**src/rtl/pay_pkg.sv**
```systemverilog
// Shared definitions for the payment controller: display state codes,
// price table, coin values and tick-based timing constants.
package pay_pkg;

    typedef enum logic [3:0] {
        ST_IDLE    = 4'b0000,
        ST_COIN    = 4'b0010,
        ST_SUCCESS = 4'b0110,
        ST_FAIL    = 4'b0111,
        ST_SOLDOUT = 4'b1000
    } state_t;

    localparam logic [6:0] PRICE_ID0 = 7'd3;
    localparam logic [6:0] PRICE_ID1 = 7'd4;
    localparam logic [6:0] PRICE_ID2 = 7'd5;
    localparam logic [6:0] PRICE_ID3 = 7'd6;

    localparam logic [7:0] COIN1_VAL = 8'd1;
    localparam logic [7:0] COIN5_VAL = 8'd5;
    localparam logic [7:0] PAID_MAX  = 8'd99;

    localparam logic [3:0] QTY_MIN = 4'd1;
    localparam logic [3:0] QTY_MAX = 4'd9;

    // Tick counts for the down-counter: payment window and result display hold.
    localparam logic [4:0] TIMEOUT_TICKS = 5'd30;
    localparam logic [4:0] HOLD_TICKS    = 5'd2;

    function automatic logic [6:0] price_of(input logic [1:0] id);
        logic [6:0] p;
        case (id)
            2'd0:    p = PRICE_ID0;
            2'd1:    p = PRICE_ID1;
            2'd2:    p = PRICE_ID2;
            default: p = PRICE_ID3;
        endcase
        return p;
    endfunction

    function automatic logic [3:0] clamp_qty(input logic [3:0] q);
        logic [3:0] r;
        if (q < QTY_MIN)
            r = QTY_MIN;
        else if (q > QTY_MAX)
            r = QTY_MAX;
        else
            r = q;
        return r;
    endfunction

endpackage

```
**src/rtl/pay_fsm_if.sv**
```systemverilog
// Handshake and display bundle between the vending front end and pay_fsm.
interface pay_fsm_if;

    logic       tick_1s;
    logic       start;
    logic [1:0] id;
    logic [3:0] qty;
    logic [5:0] stock;
    logic       coin1;
    logic       coin5;
    logic       cancel;

    logic [3:0] state;
    logic [3:0] paid_tens;
    logic [3:0] paid_ones;
    logic [3:0] bill_tens;
    logic [3:0] bill_ones;
    logic [3:0] charge_tens;
    logic [3:0] charge_ones;
    logic       vend;
    logic [1:0] vend_id;
    logic [3:0] vend_qty;

    modport master (
        output tick_1s, start, id, qty, stock, coin1, coin5, cancel,
        input  state, paid_tens, paid_ones, bill_tens, bill_ones,
               charge_tens, charge_ones, vend, vend_id, vend_qty
    );

    modport slave (
        input  tick_1s, start, id, qty, stock, coin1, coin5, cancel,
        output state, paid_tens, paid_ones, bill_tens, bill_ones,
               charge_tens, charge_ones, vend, vend_id, vend_qty
    );

endinterface

```
**src/rtl/bin2bcd99.sv**
```systemverilog
// Binary 0..99 to two BCD digits; purely combinational so the digits
// follow their source register with no added latency.
module bin2bcd99 (
    input  logic [6:0] bin,
    output logic [3:0] tens,
    output logic [3:0] ones
);

    // Constant divide/modulo by ten over a 7-bit range.
    always_comb begin
        tens = 4'(bin / 7'd10);
        ones = 4'(bin % 7'd10);
    end

endmodule

```
**src/rtl/pay_fsm.sv**
```systemverilog
// Payment sequencer for the vending machine: prices the request, collects
// coins, vends or refunds, then holds the result on the display.
//
// state      | meaning
// -----------+-----------------------------------------------------------
// ST_IDLE    | waiting for start; amounts cleared
// ST_COIN    | collecting coins; cancel or 30-tick timeout refunds
// ST_SUCCESS | paid >= bill; vend pulsed on entry, change shown
// ST_FAIL    | cancelled or timed out; whole payment shown as refund
// ST_SOLDOUT | requested quantity exceeds stock
module pay_fsm
    import pay_pkg::*;
(
    input  logic      clk,
    input  logic      rst,
    pay_fsm_if.slave  bus
);

    state_t     state_q, state_d;
    logic [1:0] id_q, id_d;
    logic [3:0] qty_q, qty_d;
    logic [6:0] paid_q, paid_d;
    logic [6:0] bill_q, bill_d;
    logic [6:0] charge_q, charge_d;
    logic [4:0] tcnt_q, tcnt_d;
    logic       vend_q, vend_d;
    logic [1:0] vend_id_q, vend_id_d;
    logic [3:0] vend_qty_q, vend_qty_d;

    logic [3:0] qty_clamped;
    logic [6:0] bill_calc;
    logic [7:0] paid_sum;
    logic [6:0] paid_upd;
    logic       tick_tc;

    assign qty_clamped = clamp_qty(bus.qty);
    assign bill_calc   = price_of(bus.id) * {3'b000, qty_clamped};
    assign paid_sum    = {1'b0, paid_q}
                       + (bus.coin1 ? COIN1_VAL : 8'd0)
                       + (bus.coin5 ? COIN5_VAL : 8'd0);
    assign paid_upd    = (paid_sum > PAID_MAX) ? PAID_MAX[6:0] : paid_sum[6:0];
    // Terminal count of the shared down-counter on this cycle's tick.
    assign tick_tc     = bus.tick_1s && (tcnt_q == 5'd1);

    // Next-state and datapath decisions; completion beats cancel beats timeout.
    always_comb begin
        state_d    = state_q;
        id_d       = id_q;
        qty_d      = qty_q;
        paid_d     = paid_q;
        bill_d     = bill_q;
        charge_d   = charge_q;
        tcnt_d     = tcnt_q;
        vend_d     = 1'b0;
        vend_id_d  = 2'd0;
        vend_qty_d = 4'd0;

        case (state_q)
            ST_IDLE: begin
                if (bus.start) begin
                    id_d     = bus.id;
                    qty_d    = qty_clamped;
                    bill_d   = bill_calc;
                    paid_d   = 7'd0;
                    charge_d = 7'd0;
                    if ({2'b00, qty_clamped} > bus.stock) begin
                        state_d = ST_SOLDOUT;
                        tcnt_d  = HOLD_TICKS;
                    end else begin
                        state_d = ST_COIN;
                        tcnt_d  = TIMEOUT_TICKS;
                    end
                end
            end

            ST_COIN: begin
                paid_d = paid_upd;
                if (paid_upd >= bill_q) begin
                    state_d    = ST_SUCCESS;
                    charge_d   = paid_upd - bill_q;
                    tcnt_d     = HOLD_TICKS;
                    vend_d     = 1'b1;
                    vend_id_d  = id_q;
                    vend_qty_d = qty_q;
                end else if (bus.cancel || tick_tc) begin
                    state_d  = ST_FAIL;
                    charge_d = paid_upd;
                    tcnt_d   = HOLD_TICKS;
                end else if (bus.tick_1s) begin
                    tcnt_d = tcnt_q - 5'd1;
                end
            end

            ST_SUCCESS, ST_FAIL, ST_SOLDOUT: begin
                if (tick_tc) begin
                    state_d  = ST_IDLE;
                    paid_d   = 7'd0;
                    bill_d   = 7'd0;
                    charge_d = 7'd0;
                    tcnt_d   = 5'd0;
                end else if (bus.tick_1s) begin
                    tcnt_d = tcnt_q - 5'd1;
                end
            end

            default: begin
                state_d  = ST_IDLE;
                paid_d   = 7'd0;
                bill_d   = 7'd0;
                charge_d = 7'd0;
                tcnt_d   = 5'd0;
            end
        endcase
    end

    // State register.
    always_ff @(posedge clk or posedge rst) begin
        if (rst)
            state_q <= ST_IDLE;
        else
            state_q <= state_d;
    end

    // Amount, counter and vend registers; reset drops any payment in flight.
    always_ff @(posedge clk or posedge rst) begin
        if (rst) begin
            id_q       <= 2'd0;
            qty_q      <= 4'd0;
            paid_q     <= 7'd0;
            bill_q     <= 7'd0;
            charge_q   <= 7'd0;
            tcnt_q     <= 5'd0;
            vend_q     <= 1'b0;
            vend_id_q  <= 2'd0;
            vend_qty_q <= 4'd0;
        end else begin
            id_q       <= id_d;
            qty_q      <= qty_d;
            paid_q     <= paid_d;
            bill_q     <= bill_d;
            charge_q   <= charge_d;
            tcnt_q     <= tcnt_d;
            vend_q     <= vend_d;
            vend_id_q  <= vend_id_d;
            vend_qty_q <= vend_qty_d;
        end
    end

    assign bus.state    = state_q;
    assign bus.vend     = vend_q;
    assign bus.vend_id  = vend_id_q;
    assign bus.vend_qty = vend_qty_q;

    bin2bcd99 u_paid_bcd (
        .bin  (paid_q),
        .tens (bus.paid_tens),
        .ones (bus.paid_ones)
    );

    bin2bcd99 u_bill_bcd (
        .bin  (bill_q),
        .tens (bus.bill_tens),
        .ones (bus.bill_ones)
    );

    bin2bcd99 u_charge_bcd (
        .bin  (charge_q),
        .tens (bus.charge_tens),
        .ones (bus.charge_ones)
    );

endmodule

```
**src/flat_wrapper.sv**
```systemverilog
// flat-port wrapper written by rule: the top's interface ports become plain ports
module pay_fsm_flat import pay_pkg::*;
  (clk, rst, bus_tick_1s, bus_start, bus_id, bus_qty, bus_stock, bus_coin1, bus_coin5, bus_cancel, bus_state, bus_paid_tens, bus_paid_ones, bus_bill_tens, bus_bill_ones, bus_charge_tens, bus_charge_ones, bus_vend, bus_vend_id, bus_vend_qty);
  pay_fsm_if bus_i ();
  input  logic clk;
  input  logic rst;
  input wire logic [$bits(bus_i.tick_1s)-1:0] bus_tick_1s;
  input wire logic [$bits(bus_i.start)-1:0] bus_start;
  input wire logic [$bits(bus_i.id)-1:0] bus_id;
  input wire logic [$bits(bus_i.qty)-1:0] bus_qty;
  input wire logic [$bits(bus_i.stock)-1:0] bus_stock;
  input wire logic [$bits(bus_i.coin1)-1:0] bus_coin1;
  input wire logic [$bits(bus_i.coin5)-1:0] bus_coin5;
  input wire logic [$bits(bus_i.cancel)-1:0] bus_cancel;
  output wire logic [$bits(bus_i.state)-1:0] bus_state;
  output wire logic [$bits(bus_i.paid_tens)-1:0] bus_paid_tens;
  output wire logic [$bits(bus_i.paid_ones)-1:0] bus_paid_ones;
  output wire logic [$bits(bus_i.bill_tens)-1:0] bus_bill_tens;
  output wire logic [$bits(bus_i.bill_ones)-1:0] bus_bill_ones;
  output wire logic [$bits(bus_i.charge_tens)-1:0] bus_charge_tens;
  output wire logic [$bits(bus_i.charge_ones)-1:0] bus_charge_ones;
  output wire logic [$bits(bus_i.vend)-1:0] bus_vend;
  output wire logic [$bits(bus_i.vend_id)-1:0] bus_vend_id;
  output wire logic [$bits(bus_i.vend_qty)-1:0] bus_vend_qty;
  assign bus_i.tick_1s = bus_tick_1s;
  assign bus_i.start = bus_start;
  assign bus_i.id = bus_id;
  assign bus_i.qty = bus_qty;
  assign bus_i.stock = bus_stock;
  assign bus_i.coin1 = bus_coin1;
  assign bus_i.coin5 = bus_coin5;
  assign bus_i.cancel = bus_cancel;
  assign bus_state = bus_i.state;
  assign bus_paid_tens = bus_i.paid_tens;
  assign bus_paid_ones = bus_i.paid_ones;
  assign bus_bill_tens = bus_i.bill_tens;
  assign bus_bill_ones = bus_i.bill_ones;
  assign bus_charge_tens = bus_i.charge_tens;
  assign bus_charge_ones = bus_i.charge_ones;
  assign bus_vend = bus_i.vend;
  assign bus_vend_id = bus_i.vend_id;
  assign bus_vend_qty = bus_i.vend_qty;
  pay_fsm u_core (.clk(clk), .rst(rst), .bus(bus_i));
endmodule
```
**config.mk**
```make
export PLATFORM = sky130hd
export DESIGN_NAME = pay_fsm_flat
export DESIGN_NICKNAME = d
export VERILOG_FILES = /design/src/rtl/pay_pkg.sv /design/src/rtl/pay_fsm_if.sv /design/src/rtl/bin2bcd99.sv /design/src/rtl/pay_fsm.sv /design/src/flat_wrapper.sv
export SDC_FILE = /design/constraint.sdc
export NUM_CORES = 1
export LEC_CHECK = 0
export BUFFER_PORTS_ARGS = -buffer_cell sky130_fd_sc_hd__buf_2
export CORE_MARGIN = 8
export CORE_UTILIZATION = 35
export DETAILED_ROUTE_END_ITERATION = 16
export RECOVER_POWER = 50
export SLEW_MARGIN = 20
export SYNTH_ARGS = -nofsm -noshare
export SYNTH_HDL_FRONTEND = slang
export SYNTH_SLANG_ARGS = --single-unit
export TNS_END_PERCENT = 10
```
**constraint.sdc**
```tcl
create_clock -name clk -period 5 [get_ports clk]
set_clock_uncertainty 0.2 [all_clocks]
set_input_delay 0 -clock clk [delete_from_list [all_inputs] [get_ports clk]]
set_output_delay 0 -clock clk [all_outputs]
set_load 0.05 [all_outputs]
```
## Yosys cells after proc, flatten, opt, wreduce, memory -nomap -nowiden

Index checks and enable logic that the tools add are counted.

- $add $sub $neg: 4
- Multipliers: 1
- Divide/modulo/power cells: 6
- $lt $le $gt $ge: 5
- Eq/ne operators: 10
- Shift operators: 0
- Muxes and demuxes: 33
- Bitwise operators: 1
- Reduce and logical (&&, ||, !) cells: 9

Operators with widths:

| operator | count |
|---|---|
| $pmux W7 S3 | 3 |
| $mux W7 | 6 |
| $mux W4 | 9 |
| $mux W5 | 6 |
| $div A7 B4 Y7 const B | 3 |
| $mod A7 B4 Y7 const B | 3 |
| $pmux W5 S3 | 1 |
| $pmux W4 S3 | 1 |
| $pmux W3 S3 | 1 |
| $add A7 B8 Y8 | 1 |
| $add A8 B8 Y8 | 1 |
| $eq A4 B3 Y1 const B | 2 |
| $gt A8 B7 Y1 const B | 1 |
| $ge A7 B7 Y1 | 1 |
| $mul A3 B4 Y7 | 1 |
| $sub A7 B7 Y7 | 1 |
| $gt A4 B6 Y1 | 1 |
| $reduce_and A3 Y1 | 2 |
| $eq A5 B1 Y1 const B | 1 |
| $sub A5 B1 Y5 const B | 1 |
| $eq A4 B2 Y1 const B | 1 |
| $eq A4 B4 Y1 const B | 1 |
| $gt A4 B4 Y1 const B | 1 |
| $logic_not A4 Y1 | 1 |
| 15 further kinds | 19 |

- Register bits after elaboration: 43
- Latch bits: 0
- RAM bits: 0
- Memory bits (read-only): 0
- Bits of input ports: 19
- Output and inout port bits: 35
- Memories kept: 0

## Logic depth before layout (Yosys ltp)

Gate-level depths: netlist (run 1).

- Depth after elaboration: 8
- Depth in mapped cells: 17
- Depth with buffers taken out: 16

## By module

Synthesis (run 1) repeated with hierarchy kept, for this count alone.

- Cells, all modules: 521
- Area, all modules: 4394.2 um2

By module, submodules not included:

| module | times used | cells an instance | area an instance (um2) | sequential area each (um2) |
|---|---|---|---|---|
| pay_fsm | 1 | 353 | 3091.7 | 1076.0 |
| bin2bcd99 | 3 | 56 | 434.2 | 0.0 |

## Least setup slack after synthesis (run 1)

OpenSTA, ideal clock, no wires.

- Path kind: flip-flop to flip-flop
- Start point: register u_core.paid_q[0]
- End point: register u_core.charge_q[2]
- Data arrival time: 3540 ps
- Data required time: 4673 ps
- Slack: 1133 ps
- Cell stages (with the launch flop): 17
- Period minus slack after synthesis: 3867 ps
- Path through: dfrtp_1 > fa_1 > ha_1 > xor2_1 > o22ai_1 > mux2i_1 > a221oi_1 > ha_1 > a21o_1 > a21oi_1 > o211ai_1 > a21oi_2 > nand2b_1 > inv_1 > clkbuf_1 > a222oi_1 > inv_1

- Longest elaborated chain between the ends: 7

Ends and longest elaborated chain:

| item | RTL line | source |
|---|---|---|
| start: declaration | pay_fsm.sv:22 | `logic [6:0] paid_q, paid_d;` |
| start signal: assignment | pay_fsm.sv:139 | `paid_q <= paid_d;` |
| $add A7 B8 Y8 * | pay_fsm.sv:39 | `+ (bus.coin1 ? COIN1_VAL : 8'd0)` |
| $add A8 B8 Y8 * | pay_fsm.sv:40 | `+ (bus.coin5 ? COIN5_VAL : 8'd0);` |
| $gt A8 B7 Y1 | pay_fsm.sv:41 | `assign paid_upd = (paid_sum > PAID_MAX) ? PAID_MAX[6:0] : paid_sum[6:0];` |
| $mux W7 * | pay_fsm.sv:41 |  |
| $sub A7 B7 Y7 (tied with other cells) | pay_fsm.sv:80 | `charge_d = paid_upd - bill_q;` |
| $mux W7 / $ne A3 B1 Y1 (equally long branches) | n/a |  |
| $pmux W7 S3 / $reduce_and A3 Y1 (equally long branches) | n/a |  |
| end signal: assignment | pay_fsm.sv:141 | `charge_q <= charge_d;` |
| end: declaration | pay_fsm.sv:24 | `logic [6:0] charge_q, charge_d;` |

Mark *: on every way between the ends. The rest lies on a longest branch, timed or not. The select of a mux whose other input is x is not followed.
A chain may end at the register's enable or synchronous reset.

## Worst setup path after layout (run 1)

- Start point: register u_core.paid_q[0]
- End point: register u_core.charge_q[3]

Same word-level chain as after synthesis.

==> flow_summary.json, run 1 <==
{
  "status": "finished with violations",
  "root_buffer": "clkbuf_16",
  "power.leakage_nw": 2.20,
  "areaGrowthSynthToFinish_pct": 13.4,
  "vias_per_cell": 5.37,
  "ys_warn_count": 0,
  "grt_start_max_net_pins": 44,
  "core-area_um2": 11500,
  "synth.most_common_cell": "nand2_1",
  "clk_latency_ns": 0.28,
  "cp_top_family": "compound AO/OA/AOI/OAI gates",
  "tns_ns": 0,
  "reg2reg_depth": 15,
  "start_util_pct": 35.9,
  "fin_total_pwr_mw": 2.93,
  "initialDrtViolationCount": 277,
  "gr-usage-met1_pct": 17.1,
  "grt_util_met3_pct": 2.38,
  "mappedNetlistArea_um2": 4120,
  "cts_tree": "done",
  "synth_top_cell_by_area": "dfrtp_1",
  "hpwl_mm": 7.87,
  "path_clk_slew_ns": 0.06,
  "synth.distinct_cells": 73,
  "numCtsBuffers": 5,
  "synth-seq-area-share_pct": 26.1,
  "ir_drop_uv": 480,
  "grt_pass1_wl_mm": 17.3,
  "final_antenna_net_count": 0,
  "drive_gt1_share_pct": 13.3,
  "cp.required_ns": 4.96,
  "num_rows": 39,
  "timing.final.max_slew_violations": 44,
  "fillers": 1183,
  "hp-class": "input pin to register",
  "cts_max_path_buffers": 2,
  "synth-edff-count": 0,
  "clock_sinks": 43,
  "min_path_cells": 4,
  "synth_seq_cells": 43,
  "crit_arrival_ns": 4.36,
  "firstDrtPassIters": 4,
  "synthMuxAreaShare_pct": 1.73,
  "regArea_um2": 1080,
  "wl_per_cell_um": 14.7,
  "synth-xor-area-share_pct": 3.41,
  "vias": 3723,
  "synthArstFlopShare_pct": 100,
  "cp-end-kind": "register",
  "critPathBufInv": 2,
  "postPlaceCellArea_um2": 4400,
  "busiest_layer": "met2",
  "synth-simple-area-share_pct": 24.8,
  "antenna_found_initial": 0,
  "synth_top_family_by_area": "compound AO/OA/AOI/OAI gates",
  "wl_mm": 10.2,
  "finalSetupViolations": 0,
  "die_y_um": 124,
  "synth_fa_ha_area_share_pct": 10.6,
  "synthTopCellsByCount": "nand2_1, dfrtp_1, inv_1",
  "multi_input_area_um2": 2720,
  "maxCapViolCount": 1,
  "synth_compound_area_share_pct": 25.5,
  "tightest_slew_ns": 2.28,
  "crit_slowest_cell": "fa_1",
  "worst-path-stages": 15,
  "num_antenna_cells": 0,
  "design_area_um2": 4670,
  "critical_path_class": "register to register",
  "relSlewSlack_pct": -51.9,
  "failed_checks": "capacitance limit, slew limit",
  "max_freq_mhz": 227,
  "powerDensity_nw_per_um2": 627,
  "synthCells": 506,
  "postCtsSetupBuffers": 0,
  "yosysTopAreaCellShare_pct": 26.1,
  "fin_crit_sh_pct": 87.9,
  "report.final.hold_viol_count": 0,
  "critPathLaunchType": "register",
  "io_pins": 54,
  "gp_congestion": 0.866,
  "grtUsageMet2_pct": 21.1,
  "grt-ovfl-total": 0,
  "grt_pass1_vias": 3502,
  "die_x_um": 124,
  "syn_nets": 557,
  "drc": 0,
  "nets": 600,
  "syn_avg_cell_area_um2": 8.13,
  "synth_flop_cell": "dfrtp_1",
  "cpPeakStageDelay_ns": 0.48,
  "die_area_um2": 15500,
  "numPortBuffers": 53,
  "synth_area_leaders": "dfrtp_1, ha_1, nand2_1",
  "htree_levels": 2,
  "crit_chain": "fa_1, ha_1, xor2_1, o22ai_1, mux2i_1, a221oi_1, ha_1, a21o_1, a21oi_1, o211ai_1, a21oi_2, nand2b_1, inv_1, a222oi_1, inv_1",
  "path_max_fanout": 12,
  "rsz0062_at_grt": "no",
  "grt_use_total_pct": 12.9,
  "layout_min_cycle_time_ns": 4.40
}
==> cells by family after synthesis <==
| family | count (synthesis) |
|---|---|
| and+or+nand+nor | 190 |
| AOI/OAI and AO/OA | 149 |
| buffers and inverters | 69 |
| DFF | 43 |
| adders and majority gates | 32 |
| xor gates and xnor gates | 16 |
| muxes | 7 |
==> sequential cells by signal, indices dropped and copies added (netlist names), 2 cells and up <==
name,count
u_core.qty_q,4
u_core.bill_q,7
u_core.bus.vend_qty,4
u_core.bus.vend_id,2
u_core.paid_q,7
u_core.bus.state,4
u_core.id_q,2
u_core.tcnt_q,5
u_core.charge_q,7
==> worst reg2reg max path, delay by kind of cell (launching register included) <==
kind                     cells  cell delay, ns
flip-flops                   1            0.42
AND/OR/NAND/NOR              1            0.21
multiplexers                 1            0.11
buffers and inverters        2            0.27
XOR/XNOR                     1            0.17
AO/OA/AOI/OAI                7            1.79
adder cells (fa/ha/maj)      3            1.11
==> worst paths after layout <==
| kind | startpoint | to | slack [ns] |
|---|---|---|---|
| setup / recovery | u_core.paid_q[0] | u_core.charge_q[3] | 0.60 |
| hold reg to reg | u_core.qty_q[0] | u_core.qty_q[0] | 0.27 |
| setup reg to reg | u_core.paid_q[0] | u_core.charge_q[3] | 0.60 |
| max in group asynchronous | rst | u_core.paid_q[1] | 2.37 |
| min in group asynchronous | rst | u_core.id_q[1] | 0.93 |
| hold / removal | bus_coin1 | u_core.paid_q[0] | 0.05 |
==> cell usage in the layout (no fill, tap or decap), types with 5 or more instances in the layout <==
master,netlist,final
a211oi_1,6,6
a21o_1,10,10
a21oi_1,31,31
a22o_1,8,8
a31oi_1,6,6
and2_1,11,11
buf_2,8,36
clkbuf_1,12,18
clkbuf_16,0,5
dfrtp_1,43,43
dlygate4sd3_1,0,12
fa_1,5,5
ha_1,27,27
inv_1,38,38
mux2i_1,6,6
nand2_1,58,58
nand2b_1,17,17
nand3_1,7,7
nor2_1,35,35
nor2b_1,16,16
nor3_1,11,11
o211ai_1,8,8
o21ai_0,32,32
or2_2,5,5
xnor2_1,11,11
xor2_1,5,5
==> layer usage <==
metal	routed length (um)	vias to the layer above
met3	350	11
met1	4960	1751
met2	4770	80
met5	0	-
met4	141	0
li1	-	1881
==> layout make-up <==
cell class                      instances  area share, %
Clock buffer                            6           2.98
Clock inverter                          2          0.750
Inverter                               38           3.06
Multi-Input combinational cell        394           58.3
Sequential cell                        43           23.1
Tap cell                              143           3.83
Timing Repair Buffer                   67           8.04
==> where the power goes <==
group          leakage [nW]  internal (mW)  switching, mW
Combinational          1.54          0.656           1.26
Clock                0.0868          0.248          0.132
Sequential            0.573          0.461          0.170
==> metrics by stage <==
| step | worst slack, ns | utilization [%] | std cells | hold WS (ns) |
|---|---|---|---|---|
| 6_report | 0.603 | 40.7 | 693 | 0.0458 |
| 5_1_grt | 0.224 | 40.7 | 693 | 0.107 |
| 4_1_cts | 0.609 | 40.9 | 693 | 0.0367 |
| 3_5_place_dp | 0.637 | 38.4 | 673 | -0.0169 |
| 3_3_place_gp | 0.756 | 38.4 | 673 | -0.0348 |
| 2_1_floorplan | 1.13 | - | 506 | -0.0946 |
==> timing repair <==
item / CTS / global route
hold buffers: 12 / 0
resized for setup: 0 / 0
endpoints found under the hold margin: 53 / 0
Power figures use the tool's default switching activity.
==> run 2: changes to the inputs <==
Settings changed: BUFFER_PORTS_ARGS -buffer_cell sky130_fd_sc_hd__buf_2 to -buffer_cell sky130_fd_sc_hd__clkbuf_2, CORE_UTILIZATION 35 to 45.
==> run 2 against run 1 <==
  * The flow still finishes with violations (capacitance limit, slew limit)
  * Global-route usage increased by 3.2 points
  * Cell area fell by 1.8%
  * Sequential power decreased by 4.3%
  * Count of clock-buffer cells in the layout decreased by 1
  * Via count shrank 0.62%
  * Final cell count down 4.3%
  * Sequential share of layout area grew 0.42 points
  * Critical path type unchanged
  * Largest cell class unchanged
==> flow_summary.json, run 2 (synthesis results as in run 1) <==
{
  "num_rows": 35,
  "vias_per_cell": 5.58,
  "final_common_cell": "nand2_1",
  "areaGrowthSynthToFinish_pct": 11.4,
  "numPortBuffers": 53,
  "grt_use_total_pct": 16.2,
  "final_antenna_net_count": 0,
  "root_buffer": "clkbuf_8",
  "crit_chain": "fa_1, ha_1, xor2_1, o22ai_1, mux2i_1, a221oi_1, ha_1, a21o_1, a21oi_1, o211ai_1, a21oi_2, nand2b_1, inv_1, a222oi_1, inv_1",
  "postPlaceCellArea_um2": 4370,
  "grt-ovfl-total": 0,
  "num_antenna_cells": 0,
  "tns_ns": 0,
  "path_clk_slew_ns": 0.08,
  "cp_top_family": "compound AO/OA/AOI/OAI gates",
  "rsz0062_at_grt": "no",
  "min_from": "bus_coin1",
  "design_area_um2": 4580,
  "failed_checks": "capacitance limit, slew limit",
  "tightest_slew_ns": 2.28,
  "grt_start_max_net_pins": 44,
  "wl_mm": 9.89,
  "min_path_cells": 4,
  "drive_gt1_share_pct": 13.4,
  "largestRegisters": "u_core.bill_q (7), u_core.charge_q (7), u_core.paid_q (7)",
  "postCtsSetupBuffers": 0,
  "finalSetupViolations": 0,
  "core-area_um2": 9060,
  "cp-end-kind": "register",
  "status": "finished with violations",
  "critPathBufInv": 2,
  "cts_resized": 0,
  "critPathLaunchType": "register",
  "numCtsBuffers": 5,
  "gp_congestion": 0.916,
  "crit_arrival_ns": 4.31,
  "timing.final.max_slew_violations": 44,
  "io_pins": 54,
  "wl_per_cell_um": 14.9,
  "powerDensity_nw_per_um2": 614,
  "fillers": 869,
  "clk_latency_ns": 0.30,
  "firstDrtPassIters": 4,
  "grt_pass1_vias": 3565,
  "cts_max_path_buffers": 2,
  "htree_levels": 2,
  "die_y_um": 112,
  "cts_tree": "done",
  "grt_pass1_wl_mm": 17.0,
  "clock_sinks": 43,
  "report.final.hold_viol_count": 0,
  "hpwl_mm": 7.73,
  "antenna_found_initial": 0,
  "start_util_pct": 45.4,
  "relSlewSlack_pct": -51.7,
  "holdWs_ns": 0.0375,
  "cpPeakStageDelay_ns": 0.48,
  "cp-startpoint": "u_core.paid_q[0]",
  "fin_crit_sh_pct": 86.5,
  "die_area_um2": 12500,
  "hp-class": "input pin to register",
  "maxCapViolCount": 1,
  "r2r-start": "u_core.paid_q[0]",
  "die_x_um": 112,
  "vias": 3700,
  "final_cell_mix": "nand2_1, dfrtp_1, inv_1",
  "reg2reg_depth": 15,
  "drc": 0,
  "max_freq_mhz": 231,
  "power.leakage_nw": 2.17,
  "ir_drop_uv": 276,
  "worst-path-stages": 15,
  "layout_min_cycle_time_ns": 4.33,
  "path_max_fanout": 12,
  "critical_path_class": "register to register",
  "initialDrtViolationCount": 306,
  "nets": 602,
  "crit_slowest_cell": "fa_1",
  "cp.required_ns": 4.98
}
## run 2: changes by cell type in the layout (fill, tap and decap cells not counted), sizes merged
cell | before | now
dlygate4sd3 | 12 | 13
buf | 37 | 2
clkinv | 1 | 3
clkbuf | 24 | 59
inv | 38 | 37
## run 2: report_power, final
part | switching (mW) | internal [mW]
sequential | 0.144 | 0.460
combinational | 1.28 | 0.657
clock | 0.122 | 0.149
total | 1.55 | 1.27
## run 2: tightest hold or removal path: stages
cell	delay, ns
clkbuf_2	0.09
fa_1	0.19
nor2_1	0.07
o21ai_0	0.13
## run 2: timing repair
| action | in CTS | in global routing |
|---|---|---|
| hold buffers | 13 | 0 |
| endpoints found under the setup margin | 0 | 0 |
| hold endpoints to repair | 55 | 0 |
## run 2: area by class of cell
type | count | area (um2) | share of cell area, %
clock buffers | 5 | 68.8 | 1.50
repair buffers | 69 | 393 | 8.57
flip-flops and latches | 43 | 1080 | 23.5
clock inverters | 3 | 43.8 | 0.955
multi-input cells | 394 | 2720 | 59.4
inverters | 38 | 143 | 3.11
well taps | 111 | 139 | 3.03
## run 2: routing by layer
metal	vias to the layer above	wire length, um	global-route usage (%)
met5	-	0	0
li1	1881	-	-
met3	8	482	3.68
met1	1735	4470	20.6
met2	76	4830	26.7
met4	0	107	4.38
## run 2: per-stage QoR
stage	setup WS [ns]	power (mW)	cells	utilization (%)
after CTS	0.641	2.85	663	50.8
final	0.674	2.82	663	50.6
after detailed placement	0.643	2.56	642	48.2
after global placement	0.821	2.53	642	48.2
after floorplan	1.13	2.19	506	-
after global routing	0.390	3.06	663	50.6
## run 2: final timing paths
check	endpoint	slack [ns]
worst min-delay path	u_core.paid_q[0]	0.04
worst max-delay path	u_core.charge_q[3]	0.67
min in group asynchronous	u_core.id_q[0]	0.85
worst min register to register	u_core.id_q[1]	0.28
max in group asynchronous	u_core.charge_q[6]	2.44
worst max register to register	u_core.charge_q[3]	0.67
